### src/rtl/wsb_pkg.sv
// -----------------------------------------------------------------------------
// wsb_pkg -- shared types for the write scoreboard.
//   state_e      : scoreboard FSM states (IDLE, RUN, PASS, FAIL)
//   fail_code_e  : reported failure reason, 2 bits wide
//   idx_width    : width of a table index (never below 1 bit)
//   count_width  : width of a counter able to hold 0..n inclusive
// -----------------------------------------------------------------------------
package wsb_pkg;

    typedef enum logic [1:0] {
        ST_IDLE = 2'd0,
        ST_RUN  = 2'd1,
        ST_PASS = 2'd2,
        ST_FAIL = 2'd3
    } state_e;

    typedef enum logic [1:0] {
        FC_NONE          = 2'd0,
        FC_UNEXP_ADDR    = 2'd1,
        FC_DATA_MISMATCH = 2'd2,
        FC_TIMEOUT       = 2'd3
    } fail_code_e;

    function automatic int idx_width(input int n);
        return (n > 1) ? $clog2(n) : 1;
    endfunction

    function automatic int count_width(input int n);
        return (n > 0) ? $clog2(n + 1) : 1;
    endfunction

endpackage

### src/rtl/wsb_expect_table.sv
// -----------------------------------------------------------------------------
// wsb_expect_table -- expected-write table with valid/matched bits and the
// candidate lookup used by the scoreboard FSM.
//   pin_clock, pin_n_reset : clock, async active-low reset
//   i_cfg_we/idx/addr/data : entry write (already gated to IDLE by the top)
//   i_clear_matched        : clear all matched bits (new run)
//   i_mark                 : mark the current candidate as matched
//   i_match_count          : entries matched so far (ordered candidate index)
//   i_addr, i_data         : observed write being evaluated
//   o_cand_found           : a candidate entry with equal address exists
//   o_cand_data_ok         : candidate's expected data equals i_data
//   o_num_valid            : number of valid entries
// -----------------------------------------------------------------------------
module wsb_expect_table
    import wsb_pkg::*;
#(
    parameter  int ADDR_W  = 32,
    parameter  int DATA_W  = 32,
    parameter  int NUM_EXP = 4,
    parameter  int ORDERED = 1,
    localparam int IW      = idx_width(NUM_EXP),
    localparam int MW      = count_width(NUM_EXP)
) (
    input  logic              pin_clock,
    input  logic              pin_n_reset,
    input  logic              i_cfg_we,
    input  logic [IW-1:0]     i_cfg_idx,
    input  logic [ADDR_W-1:0] i_cfg_addr,
    input  logic [DATA_W-1:0] i_cfg_data,
    input  logic              i_clear_matched,
    input  logic              i_mark,
    input  logic [MW-1:0]     i_match_count,
    input  logic [ADDR_W-1:0] i_addr,
    input  logic [DATA_W-1:0] i_data,
    output logic              o_cand_found,
    output logic              o_cand_data_ok,
    output logic [MW-1:0]     o_num_valid
);

    logic [ADDR_W-1:0]  r_addr [NUM_EXP];
    logic [DATA_W-1:0]  r_data [NUM_EXP];
    logic [NUM_EXP-1:0] r_valid;
    logic [NUM_EXP-1:0] r_matched;

    logic          w_found;
    logic [IW-1:0] w_cand_idx;
    logic [MW-1:0] w_num_valid;

    // NOTE: the entry payload is deliberately left without a reset; the valid
    // bits qualify it, so only those (and matched) need the reset network.
    always_ff @(posedge pin_clock) begin
        for (int i = 0; i < NUM_EXP; i++) begin
            if (i_cfg_we && int'(i_cfg_idx) == i) begin
                r_addr[i] <= i_cfg_addr;
                r_data[i] <= i_cfg_data;
            end
        end
    end

    // NOTE: state registers use non-blocking assignments so every flop samples
    // pre-edge values regardless of statement order.
    always_ff @(posedge pin_clock or negedge pin_n_reset) begin
        if (!pin_n_reset) begin
            r_valid   <= '0;
            r_matched <= '0;
        end else begin
            for (int i = 0; i < NUM_EXP; i++) begin
                if (i_cfg_we && int'(i_cfg_idx) == i) begin
                    r_valid[i] <= 1'b1;
                end
                if (i_clear_matched) begin
                    r_matched[i] <= 1'b0;
                end else if (i_mark && int'(w_cand_idx) == i) begin
                    r_matched[i] <= 1'b1;
                end
            end
        end
    end

    // Ordered: only the entry at index match_count may match.
    // Unordered: the lowest-index valid, unmatched entry with equal address;
    // scanning downwards lets the lowest hit overwrite higher ones.
    // NOTE: defaults are assigned first so no path leaves a signal unassigned,
    // which would otherwise infer a latch.
    always_comb begin
        w_found    = 1'b0;
        w_cand_idx = '0;
        if (ORDERED != 0) begin
            for (int i = 0; i < NUM_EXP; i++) begin
                if (int'(i_match_count) == i && r_valid[i] && r_addr[i] == i_addr) begin
                    w_found    = 1'b1;
                    w_cand_idx = IW'(i);
                end
            end
        end else begin
            for (int i = NUM_EXP - 1; i >= 0; i--) begin
                if (r_valid[i] && !r_matched[i] && r_addr[i] == i_addr) begin
                    w_found    = 1'b1;
                    w_cand_idx = IW'(i);
                end
            end
        end
    end

    always_comb begin
        w_num_valid = '0;
        for (int i = 0; i < NUM_EXP; i++) begin
            w_num_valid = w_num_valid + MW'(r_valid[i]);
        end
    end

    assign o_cand_found   = w_found;
    assign o_cand_data_ok = (r_data[w_cand_idx] == i_data);
    assign o_num_valid    = w_num_valid;

endmodule

### src/rtl/write_scoreboard.sv
// -----------------------------------------------------------------------------
// write_scoreboard -- watches bus writes and checks them against a table of
// expected (address, data) pairs, reporting PASS or a failure reason.
//   pin_clock, pin_n_reset         : clock, async active-low reset
//   write_enab/data_addr/write_data: observed bus write
//   cfg_we/cfg_idx/cfg_addr/cfg_data: expected-entry load (IDLE only)
//   start                          : one-cycle pulse, (re)start a run
//   done, pass                     : result flags (registered)
//   fail_code                      : 0 none, 1 unexpected addr, 2 data, 3 timeout
//   match_count                    : entries matched in the current run
// -----------------------------------------------------------------------------
module write_scoreboard
    import wsb_pkg::*;
#(
    parameter  int ADDR_W      = 32,
    parameter  int DATA_W      = 32,
    parameter  int NUM_EXP     = 4,
    parameter  int TIMEOUT     = 100,
    parameter  int BENIGN_ADDR = 80,
    parameter  int ORDERED     = 1,
    localparam int IW          = idx_width(NUM_EXP),
    localparam int MW          = count_width(NUM_EXP),
    localparam int CW          = count_width(TIMEOUT)
) (
    input  logic              pin_clock,
    input  logic              pin_n_reset,
    input  logic              write_enab,
    input  logic [ADDR_W-1:0] data_addr,
    input  logic [DATA_W-1:0] write_data,
    input  logic              cfg_we,
    input  logic [IW-1:0]     cfg_idx,
    input  logic [ADDR_W-1:0] cfg_addr,
    input  logic [DATA_W-1:0] cfg_data,
    input  logic              start,
    output logic              done,
    output logic              pass,
    output logic [1:0]        fail_code,
    output logic [MW-1:0]     match_count
);

    state_e     r_state,       w_next_state;
    fail_code_e r_fail_code,   w_next_code;
    logic [MW-1:0] r_match_count, w_next_mc;
    logic [CW-1:0] r_cycle_cnt,   w_next_cnt;
    logic          r_done, r_pass;

    logic          w_cfg_we;
    logic          w_clear;
    logic          w_mark;
    logic          w_benign;
    logic          w_found;
    logic          w_data_ok;
    logic [MW-1:0] w_num_valid;

    assign w_cfg_we = cfg_we && (r_state == ST_IDLE) && (int'(cfg_idx) < NUM_EXP);
    assign w_benign = (data_addr == ADDR_W'(BENIGN_ADDR));

    wsb_expect_table #(
        .ADDR_W  (ADDR_W),
        .DATA_W  (DATA_W),
        .NUM_EXP (NUM_EXP),
        .ORDERED (ORDERED)
    ) u_table (
        .pin_clock       (pin_clock),
        .pin_n_reset     (pin_n_reset),
        .i_cfg_we        (w_cfg_we),
        .i_cfg_idx       (cfg_idx),
        .i_cfg_addr      (cfg_addr),
        .i_cfg_data      (cfg_data),
        .i_clear_matched (w_clear),
        .i_mark          (w_mark),
        .i_match_count   (r_match_count),
        .i_addr          (data_addr),
        .i_data          (write_data),
        .o_cand_found    (w_found),
        .o_cand_data_ok  (w_data_ok),
        .o_num_valid     (w_num_valid)
    );

    always_comb begin
        w_next_state = r_state;
        w_next_code  = r_fail_code;
        w_next_mc    = r_match_count;
        w_next_cnt   = r_cycle_cnt;
        w_clear      = 1'b0;
        w_mark       = 1'b0;

        if (start) begin
            // Restart from any state: progress cleared, table kept.
            w_next_state = ST_RUN;
            w_next_code  = FC_NONE;
            w_next_mc    = '0;
            w_next_cnt   = '0;
            w_clear      = 1'b1;
        end else if (r_state == ST_RUN) begin
            if (r_cycle_cnt != CW'(TIMEOUT)) begin
                w_next_cnt = r_cycle_cnt + CW'(1);
            end

            if (r_match_count == w_num_valid) begin
                // Only reachable with an empty table; the last match of a
                // non-empty table moves to PASS directly below.
                w_next_state = ST_PASS;
            end else if (write_enab && !w_benign) begin
                if (w_found && w_data_ok) begin
                    w_mark    = 1'b1;
                    w_next_mc = r_match_count + MW'(1);
                    if (w_next_mc == w_num_valid) begin
                        w_next_state = ST_PASS;
                    end
                end else if (w_found) begin
                    w_next_state = ST_FAIL;
                    w_next_code  = FC_DATA_MISMATCH;
                end else begin
                    w_next_state = ST_FAIL;
                    w_next_code  = FC_UNEXP_ADDR;
                end
            end

            // Timeout only fires if this cycle's write did not already decide.
            if (w_next_state == ST_RUN && w_next_cnt == CW'(TIMEOUT)) begin
                w_next_state = ST_FAIL;
                w_next_code  = FC_TIMEOUT;
            end
        end
    end

    always_ff @(posedge pin_clock or negedge pin_n_reset) begin
        if (!pin_n_reset) begin
            r_state       <= ST_IDLE;
            r_fail_code   <= FC_NONE;
            r_match_count <= '0;
            r_cycle_cnt   <= '0;
            r_done        <= 1'b0;
            r_pass        <= 1'b0;
        end else begin
            r_state       <= w_next_state;
            r_fail_code   <= w_next_code;
            r_match_count <= w_next_mc;
            r_cycle_cnt   <= w_next_cnt;
            r_done        <= (w_next_state == ST_PASS) || (w_next_state == ST_FAIL);
            r_pass        <= (w_next_state == ST_PASS);
        end
    end

    assign done        = r_done;
    assign pass        = r_pass;
    assign fail_code   = r_fail_code;
    assign match_count = r_match_count;

endmodule
### config.mk
export PLATFORM = sky130hd
export DESIGN_NAME = write_scoreboard
export DESIGN_NICKNAME = d
export VERILOG_FILES = /design/src/rtl/wsb_pkg.sv /design/src/rtl/wsb_expect_table.sv /design/src/rtl/write_scoreboard.sv
export SDC_FILE = /design/constraint.sdc
export NUM_CORES = 1
export LEC_CHECK = 0
export CAP_MARGIN = 20
export CELL_PAD_IN_SITES_DETAIL_PLACEMENT = 0
export CELL_PAD_IN_SITES_GLOBAL_PLACEMENT = 1
export CORE_MARGIN = 4
export CORE_UTILIZATION = 45
export DETAILED_ROUTE_END_ITERATION = 10
export PLACE_DENSITY = 0.77
export SKIP_LAST_GASP = 1
export SYNTH_ARGS = -nofsm -noshare
export SYNTH_HDL_FRONTEND = slang
export SYNTH_SLANG_ARGS = --single-unit
### constraint.sdc
create_clock -name pin_clock -period 8.1 [get_ports pin_clock]
set_input_delay 1.62 -clock pin_clock [delete_from_list [all_inputs] [get_ports pin_clock]]
set_output_delay 1.62 -clock pin_clock [all_outputs]
set_load 0.005 [all_outputs]
# Word-level counts from Yosys, hierarchy flattened
# Memory sizes are Yosys's and may differ from the RTL's.
# Cells that the tools add are included.
# word_totals
register_bits,20
latchBits,0
ramBits,256
romBits,0
output_inout_bits,7
wordCells,132
memories,2
# mem_list
memory,depth,width,rd,rd_clocked_by_memory_dff,wr,line,rtl
u_table.r_addr,4,32,4,0,1,wsb_expect_table.sv:40,logic [ADDR_W-1:0] r_addr [NUM_EXP];
u_table.r_data,4,32,1,0,1,wsb_expect_table.sv:41,logic [DATA_W-1:0] r_data [NUM_EXP];
# op_classes
n_addsub,5
n_mul,0
n_div,0
n_lt_le_gt_ge,0
eq_ne,23
n_shift,0
mux,59
bitwise_logic,0
n_reduce_logical,33
# op_table
operator,n
$mux W32,6
$reduce_or A32 Y1,6
$eq A32 B32 Y1,5
$mux W2,24
$mux W7,5
$eq A32 B7 Y1 const B,1
$mux W1,19
$logic_and A1 B1 Y1,16
$mux W3,5
$eq A2 B2 Y1 const B,4
$reduce_and A4 Y1,2
$add A7 B1 Y7 const B,1
$eq A7 B7 Y1 const B,1
$ne A7 B7 Y1 const B,1
$add A3 B1 Y3,2
$eq A2 B1 Y1 const B,3
$eq A3 B3 Y1,2
$eq A3 B3 Y1 const B,2
$ne A3 B2 Y1 const B,2
$reduce_bool A2 Y1,3
$logic_not A2 Y1,2
$add A3 B1 Y3 const B,1
$eq A3 B2 Y1 const B,1
$logic_not A3 Y1,1
other kinds (5),5

# Depth between registers and ports, before layout
# Gate-level depths: netlist (run 1).
# An unclocked memory read counts as a cell.
# depth
word_depth,21
depth_mapped,16

# Cells and area by module
# Synthesis (run 1) repeated with hierarchy kept, for this count alone.
# unflattened
cells_unflattened,815
hier_area_um2,11797.6
# by_module_without_submodules
module,instances,cells_per_inst,area_per_inst_um2,seq_area_each_um2
wsb_expect_table,1,699,10774.1,7787.5
write_scoreboard,1,116,1023.5,400.4

# Worst setup path after synthesis (run 1)
# OpenSTA, ideal clock, no wires.
# synth_timing
path_type,in2reg
start,in cfg_we
end,reg u_table.r_valid[0]
setup_time_ps,94
arrival_ps,7009
required_ps,8006
setup_slack_ps,997
cell_stages,3
path_cell_list,and2_1 > nor3b_1 > or2_2
# synth_via
elab_chain_len,2
# synth_rtl
element,line,rtl
from (decl),write_scoreboard.sv:30,"input logic cfg_we,"
$logic_and A1 B1 Y1,write_scoreboard.sv:55,assign w_cfg_we = cfg_we && (r_state == ST_IDLE) && (int'(cfg_idx) < NUM_EXP);
$logic_and A1 B1 Y1,wsb_expect_table.sv:68,if (i_cfg_we && int'(i_cfg_idx) == i) begin
to (signal assigned),wsb_expect_table.sv:64,r_valid <= '0;
"to (signal, indexed assignment)",wsb_expect_table.sv:69,r_valid[i] <= 1'b1;
to (decl),wsb_expect_table.sv:42,logic [NUM_EXP-1:0] r_valid;
# No other way between the ends.
# A chain may end at the register's enable or synchronous reset.

# Worst setup path after layout (run 1)
# layout_timing
start,in data_addr[30]
end,reg r_state[1]
# layout_via
elab_chain_len,18
# layout_rtl
element,line,rtl
from (decl),write_scoreboard.sv:28,"input logic [ADDR_W-1:0] data_addr,"
$eq A32 B32 Y1,wsb_expect_table.sv:90,if (int'(i_match_count) == i && r_valid[i] && r_addr[i] == i_addr) begin
$logic_and A1 B1 Y1,wsb_expect_table.sv:90,
$mux W1,wsb_expect_table.sv:90,
$mux W2 (2 in series),wsb_expect_table.sv:90,
$mem_v2 Z4 W32,n/a,
$eq A32 B32 Y1,wsb_expect_table.sv:113,assign o_cand_data_ok = (r_data[w_cand_idx] == i_data);
$logic_and A1 B1 Y1,write_scoreboard.sv:105,if (w_found && w_data_ok) begin
$mux W2,write_scoreboard.sv:105,
[... 2 more ...],n/a,
$mux W2 *,write_scoreboard.sv:95,end else if (r_state == ST_RUN) begin
$mux W2 *,write_scoreboard.sv:88,if (start) begin
$eq A2 B1 Y1,write_scoreboard.sv:121,if (w_next_state == ST_RUN && w_next_cnt == CW'(TIMEOUT)) begin
$logic_and A1 B1 Y1,write_scoreboard.sv:121,
$mux W2 *,write_scoreboard.sv:121,
$mux W2 *,write_scoreboard.sv:95,
$mux W2 *,write_scoreboard.sv:88,
named net w_next_state[1],write_scoreboard.sv:41,"state_e r_state, w_next_state;"
to (signal assigned),write_scoreboard.sv:137,r_state <= w_next_state;
to (decl),write_scoreboard.sv:41,
# The timed path passes the listed nets; every way through them passes the cells marked *. The select of a mux whose other input is x is not followed.

==> impl_metrics.csv, run 1 <==
group,metric,value,unit
logic_synthesis,synth-edff-count,256,
clock_network,htreeDepth,1,
sta,fin_tns_setup,0,ns
logic_synthesis,synthAdderAreaFrac,0.00988,
routing,drc,0,
logic_synthesis,synth_compound_area_frac,0.0829,
logic_synthesis,synth_most_common_cell,"edfxtp_1",
logic_synthesis,syn_area,13400,sq um
logic_synthesis,async_reset_ff_frac,0.0725,
logic_synthesis,synth-seq-cells,276,
sta,finalMaxSlewViolations,0,
sta,fmax,150,MHz
critical_path,criticalPathCategory,"in2reg",
critical_path,critical_path.cell_chain,"clkdlybuf4s50_1, xor2_1, nor4_1, nand4_1, nor3_4, buf_4, mux2_2, nor3_1, nor4bb_1, a221oi_1, nand4_1, nor4_1, a31oi_1, o21a_1",
power,power.density,221,nW/um^2
sta,fin_skew,0.0248,ns
logic_synthesis,synth_top_family_by_area,"simple AND/OR/NAND/NOR gates",
placed_design,pre_cts_ws,1.01,ns
clock_network,cts_buffers,30,
clock_network,tritoncts,"yes",
critical_path,slowest_stage,"nor4_1",
grt,antenna_found_initial,1,
clock_network,ctsLongestPathBuffers,3,
sta,finalSetupViolations,0,
critical_path,cp.arrival,7.12,ns
routing,routed_wirelength,37.1,mm
sta,hold_viol,0,
die,io_pins,142,
clock_network,clk_pin_slew,0.06,ns
logic_synthesis,synth_area_leaders,"edfxtp_1 (57%), xor2_1 (5.5%), xnor2_1 (4.5%)",
sta,rsz0062_at_grt,"false",
clock_network,holdBufCountCts,0,
routing,wl_per_cell,23.3,um
critical_path,crit_fanout,12,
critical_path,slowest_delay,0.89,ns
clock_network,post_cts_buffers,0,
sta,maxSlewHeadroom,0.284,
logic_synthesis,synthTopCellsByCount,"edfxtp_1 (256), xor2_1 (85), xnor2_1 (69)",
critical_path,crit_path_end_kind,"flip-flop",
die,rows,62,
die,core,29100,sq um
logic_synthesis,synth_xor_area_frac,0.100,
power,ir_worst_vdd,176,uV
critical_path,reg2reg_depth,13,
layout,drive_gt1_frac,0.0806,
sta,fin_crit,6.68,ns
logic_synthesis,syn_nets,1197,
grt,grt_pass1_wl,56.1,mm
power,leakagePower,5.50,nW
routing,first_pass_iters,5,
sta,finalCritPeriodShare,0.824,
sta,fin_ws,1.42,ns
logic_synthesis,syn_inst,1052,
clock_network,cts-resized-gates,0,
logic_synthesis,muxShareOfSynthArea,0.0292,
die,initial_utilization,0.461,
logic_synthesis,avgSynthCellArea,12.8,sq um
layout,area_delta_synth_final,21.4,%
worst_hold_path,hold_path_class,"reg2reg",
layout,fill_cells,2394,
sta,worstMarginPinSlew,1.07,ns
placed_design,post-dp-hpwl,26.3,mm
critical_path,cp-start-kind,"input port",
logic_synthesis,synth_top_area_cell,"edfxtp_1",
logic_synthesis,synth_top_cell_area_share,0.573,
die,dieHeight,181,um
logic_synthesis,ys.flop_type,"edfxtp_1",
clock_network,clock_sinks,276,
routing,drtIter0Drc,938,
grt,grt_pass1_vias,9313,
logic_synthesis,synth_simple_gate_area_share,0.134,
placed_design,numPortBuffers,141,
logic_synthesis,yosysWarnings,0,
run,max-cap-violations,0,
grt,overflow,0,
routing,vias,9128,
status,status,"complete, no violations",
die,die_area,32700,sq um
placed_design,gp_congestion,0.937,
die,die_w,181,um
logic_synthesis,ys_types,72,
grt,grt.total_usage,0.220,
critical_path,cp.required,8.55,ns
grt,grt_max_degree,66,
routing,drtAntennaViolNets,0,
logic_synthesis,synth_seq_area_share,0.610,
clock_network,clk_latency,0.57,ns
layout,layout.nets,1325,
routing,drt-vias-per-instance,5.74,
worst_hold_path,hold_depth,1,
clock_network,clockRootBuffer,"clkbuf_16",
[worst paths after layout]
| kind | startpoint | endpoint | slack (ns) |
|---|---|---|---|
| max | data_addr[30] | r_state[1]$_DFF_PN0_ | 1.42 |
| min | u_table.r_valid[1]$_DFFE_PN0P_ | u_table.r_valid[1]$_DFFE_PN0P_ | 0.53 |
| max reg2reg | u_table.r_addr[1][30]$_DFFE_PP_ | r_state[1]$_DFF_PN0_ | 2.76 |
| min reg2reg | u_table.r_valid[1]$_DFFE_PN0P_ | u_table.r_valid[1]$_DFFE_PN0P_ | 0.53 |
| max in group asynchronous | pin_n_reset | fail_code[0]$_DFFE_PN0P_ | 6.51 |
| min in group asynchronous | pin_n_reset | match_count[2]$_DFFE_PN0P_ | 1.45 |
[flip-flops by register name, summed over array words and instances (netlist names)]
register and flops:
u_table.r_addr 128, u_table.r_data 128, r_cycle_cnt 7, u_table.r_valid 4, match_count 3, fail_code 2, r_state 2, done 1
pass 1
[area by class of cell]
type	count	area [sq um]	share of cell area
Sequential cell	276	8190	0.503
Multi-Input combinational cell	672	4820	0.296
Timing Repair Buffer	152	1510	0.0929
Clock buffer	32	758	0.0465
Tap cell	384	480	0.0295
Clock inverter	23	344	0.0211
Inverter	48	180	0.0111
Antenna cell	2	5.00	0.000307
[power breakdown]
| group | total (mW) | leakage (nW) | internal, mW | switching [mW] |
|---|---|---|---|---|
| sequential | 1.65 | 2.56 | 1.61 | 0.0356 |
| combinational | 0.451 | 2.40 | 0.201 | 0.251 |
| clock | 1.51 | 0.537 | 0.935 | 0.573 |
[logic make-up (layout without fill, tap and decap cells)]
group,count (synthesis),count (layout)
flops,276,276
buf+inv,104,255
xor+xnor,154,154
other cells,0,2
fa+ha+maj,10,10
mux,38,38
simple gates,306,306
compound gates,164,164
[cells in the final DEF (no fill, tap or decap), types with 6 or more instances in the layout]
| cell type | netlist | routed |
|---|---|---|
| edfxtp_1 | 256 | 256 |
| clkdlybuf4s50_1 | 0 | 141 |
| xor2_1 | 85 | 85 |
| xnor2_1 | 69 | 69 |
| inv_1 | 48 | 48 |
| nor4_1 | 48 | 48 |
| nand2_1 | 43 | 43 |
| nand4_1 | 37 | 37 |
| nor2_1 | 34 | 32 |
| o21ai_0 | 32 | 32 |
| a21oi_1 | 32 | 32 |
| clkbuf_16 | 0 | 30 |
| mux2i_1 | 29 | 29 |
| nand3_1 | 28 | 28 |
| nor3_1 | 24 | 23 |
| a31oi_1 | 20 | 20 |
| dfrtp_1 | 20 | 20 |
| or3_1 | 14 | 14 |
| and3_1 | 12 | 11 |
| or2_2 | 10 | 10 |
| buf_4 | 3 | 10 |
| mux2_2 | 9 | 9 |
| ha_1 | 9 | 9 |
| o22ai_1 | 8 | 8 |
| bufinv_16 | 0 | 8 |
| o31ai_1 | 7 | 7 |
| and2_1 | 7 | 7 |
| o21a_1 | 7 | 7 |
| a21o_1 | 6 | 6 |
| clkinv_2 | 0 | 6 |
[metal layers]
metal / vias up / GRT usage / wire length (um)
li1: 4252 / - / -
met1: 4422 / 0.312 / 16500
met2: 380 / 0.340 / 16600
met3: 74 / 0.0503 / 2970
met4: 0 / 0.0668 / 1090
met5: - / 0 / 0
[critical path, delay by kind of cell]
kind                   cells  cell delay, ns
multiplexers               1            0.37
XOR/XNOR                   1            0.25
buffers and inverters      2            0.93
AND/OR/NAND/NOR            7            3.16
AO/OA/AOI/OAI              3            0.74
[per-stage QoR]
stage                     instances  total power [mW]  hold WS [ns]  utilization  instance area, sq um
after floorplan                1052              1.93         0.462            -                 13400
after global placement         1531              2.12         0.500        0.521                 15200
after detailed placement       1531              2.13         0.506        0.521                 15200
final                          1589              3.61         0.528        0.560                 16300
after global routing           1588              3.74         0.546        0.560                 16300
after CTS                      1586              3.63         0.533        0.559                 16300
Note: power is estimated with default switching activity, not from simulation.
==> run 2: changes to the inputs <==
--- a/config.mk
+++ b/config.mk
@@ -9,9 +9,9 @@
 export CELL_PAD_IN_SITES_DETAIL_PLACEMENT = 0
 export CELL_PAD_IN_SITES_GLOBAL_PLACEMENT = 1
 export CORE_MARGIN = 4
-export CORE_UTILIZATION = 45
+export CORE_UTILIZATION = 42
 export DETAILED_ROUTE_END_ITERATION = 10
-export PLACE_DENSITY = 0.77
+export PLACE_DENSITY = 0.75
 export SKIP_LAST_GASP = 1
 export SYNTH_ARGS = -nofsm -noshare
 export SYNTH_HDL_FRONTEND = slang
==> constraint.sdc (replaced) <==
create_clock -name pin_clock -period 5.37 [get_ports pin_clock]
set_input_delay 1.074 -clock pin_clock [delete_from_list [all_inputs] [get_ports pin_clock]]
set_output_delay 1.074 -clock pin_clock [all_outputs]
set_load 0.005 [all_outputs]
==> impl_metrics.csv, run 2 (same netlist as run 1, synthesis figures left out) <==
group,metric,value,unit
placed_design,pre_cts_ws,-0.184,ns
critical_path,cp.required,5.82,ns
routing,routed_wirelength,38.2,mm
clock_network,clockRootBuffer,"clkbuf_16",
die,io_pins,142,
placed_design,post-dp-hpwl,27.9,mm
critical_path,crit_cells,15,
critical_path,cp-start-kind,"input port",
die,die_w,187,um
routing,drtIter0Drc,749,
die,rows,65,
routing,first_pass_iters,5,
sta,fin_skew,0.0261,ns
sta,fmax,196,MHz
critical_path,cp.arrival,5.54,ns
clock_network,clk_pin_slew,0.06,ns
routing,wl_per_cell,22.6,um
layout,drive_gt1_frac,0.137,
layout,final_common_cell,"edfxtp_1",
placed_design,numPortBuffers,141,
critical_path,crit_buf_inv,3,
clock_network,holdBufCountCts,0,
die,die_area,34900,sq um
layout,final_cell_mix,"edfxtp_1 (256), clkdlybuf4s50_1 (141), buf_4 (90)",
critical_path,crit_fanout,14,
grt,grt_max_degree,66,
clock_network,cts_buffers,30,
grt,grt_pass1_vias,9314,
layout,area_delta_synth_final,26.1,%
critical_path,worst_r2r_endpoint,"r_state[1]$_DFF_PN0_",
power,power,5.35,mW
routing,drt-vias-per-instance,5.61,
sta,hold_viol,0,
sta,finalCritPeriodShare,0.948,
critical_path,criticalPathCategory,"in2reg",
power,power.density,316,nW/um^2
critical_path,slowest_delay,0.66,ns
sta,rsz0062_at_grt,"false",
grt,grt_pass1_wl,56.9,mm
sta,fin_crit,5.09,ns
worst_hold_path,hold_depth,1,
critical_path,timing.rr.start,"u_table.r_addr[2][14]$_DFFE_PP_",
clock_network,post_cts_buffers,0,
clock_network,tritoncts,"yes",
critical_path,rrSetupSlack,0.98,ns
placed_design,dp_cells,1633,
sta,finalSetupViolations,0,
layout,n_antenna_cell,0,
sta,worstMarginPinSlew,1.03,ns
routing,drc,0,
critical_path,slowest_stage,"and4b_1",
critical_path,reg2reg_depth,14,
run,max-cap-violations,0,
sta,maxSlewHeadroom,0.311,
clock_network,cts-resized-gates,0,
grt,antenna_found_initial,0,
clock_network,clk_latency,0.58,ns
routing,drtAntennaViolNets,0,
routing,vias,9475,
critical_path,critical_path.cell_chain,"clkdlybuf4s50_1, xnor2_1, nand4_1, nor4_1, and4b_1, buf_4, nand3_1, a31oi_1, nor2_1, nor4_1, o2111ai_1, nor4_1, buf_4, a31oi_1, o21a_1",
worst_hold_path,hold_path_class,"reg2reg",
worst_hold_path,hold_path_startpoint,"u_table.r_valid[0]$_DFFE_PN0P_",
sta,fin_ws,0.277,ns
die,dieHeight,187,um
die,initial_utilization,0.425,
layout,layout.nets,1409,
clock_network,clock_sinks,276,
worst_hold_path,worstHoldEndpoint,"u_table.r_valid[0]$_DFFE_PN0P_",
clock_network,htreeDepth,1,
sta,finalMaxSlewViolations,0,
layout,top_regs,"u_table.r_addr: 128 flops, u_table.r_data: 128 flops, r_cycle_cnt: 7 flops",
status,status,"complete, no violations",
power,ir_worst_vdd,264,uV
grt,grt.total_usage,0.211,
critical_path,crit_path_frequent_cell,"nor4_1",
critical_path,crit_family,"simple AND/OR/NAND/NOR gates",
power,leakagePower,5.90,nW
clock_network,ctsLongestPathBuffers,3,
critical_path,crit_path_end_kind,"flip-flop",
layout,stdcell_count,1689,
layout,utilization,0.537,
die,core,31600,sq um
placed_design,gp_congestion,0.924,
grt,overflow,0,
run 2: changes by cell type in the layout (fill, tap and decap cells not counted):
cell | previous run | this run
buf_4 | 10 | 90
buf_12 | 0 | 4
clkbuf_1 | 2 | 6
bufinv_16 | 8 | 6
diode_2 | 2 | 0
and3_2 | 1 | 0
and3_4 | 0 | 1
clkinvlp_4 | 1 | 0
inv_6 | 1 | 0
nor3_1 | 23 | 24
nor3_2 | 2 | 1
nor3b_2 | 1 | 0
nor3b_4 | 0 | 1
run 2: final cells by class:
cell class,count,area (sq um)
Fill cell,2722,14600
Sequential cell,276,8190
Multi-Input combinational cell,672,4830
Timing Repair Buffer,236,2190
Clock buffer,36,773
Tap cell,402,503
Clock inverter,19,268
Inverter,48,180
run 2: routing by layer:
| metal | routed length, um | track usage |
|---|---|---|
| met5 | 0 | 0 |
| met3 | 2350 | 0.0357 |
| met4 | 797 | 0.0466 |
| met1 | 17600 | 0.303 |
| met2 | 17400 | 0.339 |
run 2: worst max-delay path by stage:
stage / startpoint / endpoint / slack, ns
CTS: data_addr[16] / fail_code[1]$_DFFE_PN0P_ / 0.38
floorplan: cfg_we / u_table.r_addr[1][0]$_DFFE_PP_ / 0.89
global route: data_addr[16] / fail_code[1]$_DFFE_PN0P_ / 0.04
global placement: data_addr[2] / done$_DFF_PN0_ / -0.29
detailed placement: data_addr[16] / r_state[1]$_DFF_PN0_ / -0.18
finish: data_addr[16] / r_state[1]$_DFF_PN0_ / 0.28
run 2: through the flow:
| stage | TNS [ns] | area [sq um] | hold WS, ns |
|---|---|---|---|
| floorplan | 0 | 13400 | 0.462 |
| global placement | -1.12 | 15900 | 0.501 |
| detailed placement | -0.696 | 15900 | 0.496 |
| CTS | 0 | 16900 | 0.513 |
| global route | 0 | 16900 | 0.565 |
| finish | 0 | 16900 | 0.523 |
run 2: where the power goes:
part / switching [mW] / internal (mW) / leakage [nW]
clock network: 0.840 / 1.31 / 0.508
registers: 0.0539 / 2.43 / 2.56
logic: 0.384 / 0.320 / 2.83
total: 1.28 / 4.07 / 5.90
==> run 3: changes to the inputs <==
--- a/config.mk
+++ b/config.mk
@@ -9,9 +9,9 @@
 export CELL_PAD_IN_SITES_DETAIL_PLACEMENT = 0
 export CELL_PAD_IN_SITES_GLOBAL_PLACEMENT = 1
 export CORE_MARGIN = 4
-export CORE_UTILIZATION = 42
+export CORE_UTILIZATION = 30
 export DETAILED_ROUTE_END_ITERATION = 10
-export PLACE_DENSITY = 0.75
+export PLACE_DENSITY = 0.57
 export SKIP_LAST_GASP = 1
 export SYNTH_ARGS = -nofsm -noshare
 export SYNTH_HDL_FRONTEND = slang
==> impl_metrics.csv, run 3 (same netlist as run 1, synthesis figures left out) <==
group,metric,value,unit
critical_path,worst_r2r_endpoint,"done$_DFF_PN0_",
critical_path,crit_buf_inv,4,
clock_network,clockRootBuffer,"clkbuf_16",
sta,maxSlewHeadroom,0.392,
critical_path,cp.required,5.79,ns
placed_design,dp_cells,1838,
clock_network,htreeDepth,2,
layout,drive_gt1_frac,0.145,
critical_path,critPathLaunch,"data_addr[7]",
sta,finalCritPeriodShare,0.959,
critical_path,timing.rr.start,"match_count[0]$_DFFE_PN0P_",
routing,routed_wirelength,42.5,mm
routing,drt-vias-per-instance,4.94,
routing,vias,9371,
sta,fin_crit,5.15,ns
sta,finalSetupViolations,0,
die,die_area,48200,sq um
critical_path,crit_path_end_kind,"flip-flop",
sta,finalMaxSlewViolations,0,
placed_design,post-dp-hpwl,31.4,mm
critical_path,cp-endpoint,"done$_DFF_PN0_",
routing,drtAntennaViolNets,0,
routing,drtIter0Drc,656,
critical_path,critical_path.cell_chain,"clkdlybuf4s50_1, xnor2_1, nand4_1, nor4_1, and4b_1, buf_4, nand3_1, a31oi_1, o21ai_0, nor4_1, buf_4, o2111ai_1, nor4_1, buf_4, a31oi_1, o21a_1",
clock_network,tritoncts,"yes",
routing,drc,0,
critical_path,slowest_stage,"and4b_1",
layout,layout.nets,1428,
clock_network,cts_buffers,34,
sta,fmax,194,MHz
power,ir_worst_vdd,165,uV
die,rows,77,
layout,final_common_cell,"edfxtp_1",
sta,fin_skew,0.0257,ns
sta,hold_viol,0,
grt,overflow,0,
grt,grt_max_degree,66,
placed_design,pre_cts_ws,-0.407,ns
critical_path,crit_cells,16,
sta,fin_tns_setup,0,ns
layout,finish.instance_area,17300,sq um
die,core,44200,sq um
routing,first_pass_iters,5,
placed_design,gp_congestion,0.880,
grt,antenna_found_initial,3,
die,dieHeight,220,um
critical_path,cp-start-kind,"input port",
routing,wl_per_cell,22.4,um
placed_design,dpl_cell_area,16300,sq um
power,leakagePower,5.96,nW
critical_path,cp.arrival,5.57,ns
critical_path,crit_fanout,12,
clock_network,clk_pin_slew,0.06,ns
layout,multi_input_area,4830,sq um
layout,stdcell_count,1897,
die,initial_utilization,0.304,
grt,grt_pass1_wl,61.8,mm
layout,seqCellArea,8190,sq um
power,power.density,307,nW/um^2
die,io_pins,142,
grt,grt.total_usage,0.175,
critical_path,reg2reg_depth,16,
grt,grt_pass1_vias,9414,
run,max-cap-violations,0,
worst_hold_path,hold_path_class,"reg2reg",
placed_design,numPortBuffers,141,
layout,fill_cells,4162,
critical_path,rrSetupSlack,0.92,ns
clock_network,clock_sinks,276,
critical_path,slowest_delay,0.63,ns
clock_network,ctsLongestPathBuffers,3,
sta,fin_ws,0.221,ns
layout,final_cell_mix,"edfxtp_1 (256), clkdlybuf4s50_1 (141), buf_4 (102)",
critical_path,crit_family,"simple AND/OR/NAND/NOR gates",
sta,whs,0.507,ns
clock_network,clk_latency,0.54,ns
critical_path,criticalPathCategory,"in2reg",
sta,rsz0062_at_grt,"false",
clock_network,post_cts_buffers,0,
worst_hold_path,hold_depth,1,
sta,worstMarginPinSlew,0.913,ns
status,status,"complete, no violations",
layout,area_delta_synth_final,28.7,%
die,die_w,220,um
layout,top_regs,"u_table.r_addr: 128 flops, u_table.r_data: 128 flops, r_cycle_cnt: 7 flops",
==> run 3: cell types whose count changed in the layout (fill, tap and decap cells not counted), sizes merged <==
cell      previous run  this run
buf                 95       110
bufinv               6         1
clkbuf              36        42
clkinv              13        10
clkinvlp             0         1
diode                0         2
inv                 48        50
==> run 3: repair_timing <==
action                                 CTS  global route
hold buffers                             0             0
resized for setup                        0             1
endpoints found under the hold margin    0             0
setup endpoints to repair                0             7
==> run 3: final cells by class <==
class | count | area share
Inverter | 48 | 0.0104
Clock buffer | 42 | 0.0510
Sequential cell | 276 | 0.474
Tap cell | 592 | 0.0429
Timing Repair Buffer | 251 | 0.136
Multi-Input combinational cell | 672 | 0.280
Antenna cell | 2 | 0.000290
Clock inverter | 14 | 0.00623
==> run 3: metrics by stage <==
stage / total power [mW] / util
finish: 5.30 / 0.391
global route: 5.54 / 0.391
CTS: 5.37 / 0.390
detailed placement: 3.25 / 0.368
global placement: 3.25 / 0.368
floorplan: 2.91 / -
==> run 3: metal layers <==
metal  vias up  GRT usage  wire length, um
met5         -          0               33
met4         4     0.0466              892
met3        58     0.0422             2400
met2       242      0.274            19300
met1      4602      0.244            19900
li1       4465          -                -
==> run 3: worst min path at each step <==
| stage | end | startpoint |
|---|---|---|
| floorplan | u_table.r_valid[0]$_DFFE_PN0P_ | u_table.r_valid[0]$_DFFE_PN0P_ |
| global placement | u_table.r_valid[0]$_DFFE_PN0P_ | u_table.r_valid[0]$_DFFE_PN0P_ |
| detailed placement | u_table.r_valid[0]$_DFFE_PN0P_ | u_table.r_valid[0]$_DFFE_PN0P_ |
| CTS | u_table.r_valid[0]$_DFFE_PN0P_ | u_table.r_valid[0]$_DFFE_PN0P_ |
| global route | u_table.r_valid[0]$_DFFE_PN0P_ | u_table.r_valid[0]$_DFFE_PN0P_ |
| finish | u_table.r_valid[0]$_DFFE_PN0P_ | u_table.r_valid[0]$_DFFE_PN0P_ |
==> run 3: power by group <==
group	internal [mW]	switching [mW]	total (mW)
clock network	1.21	0.885	2.10
registers	2.43	0.0543	2.49
logic	0.328	0.392	0.720
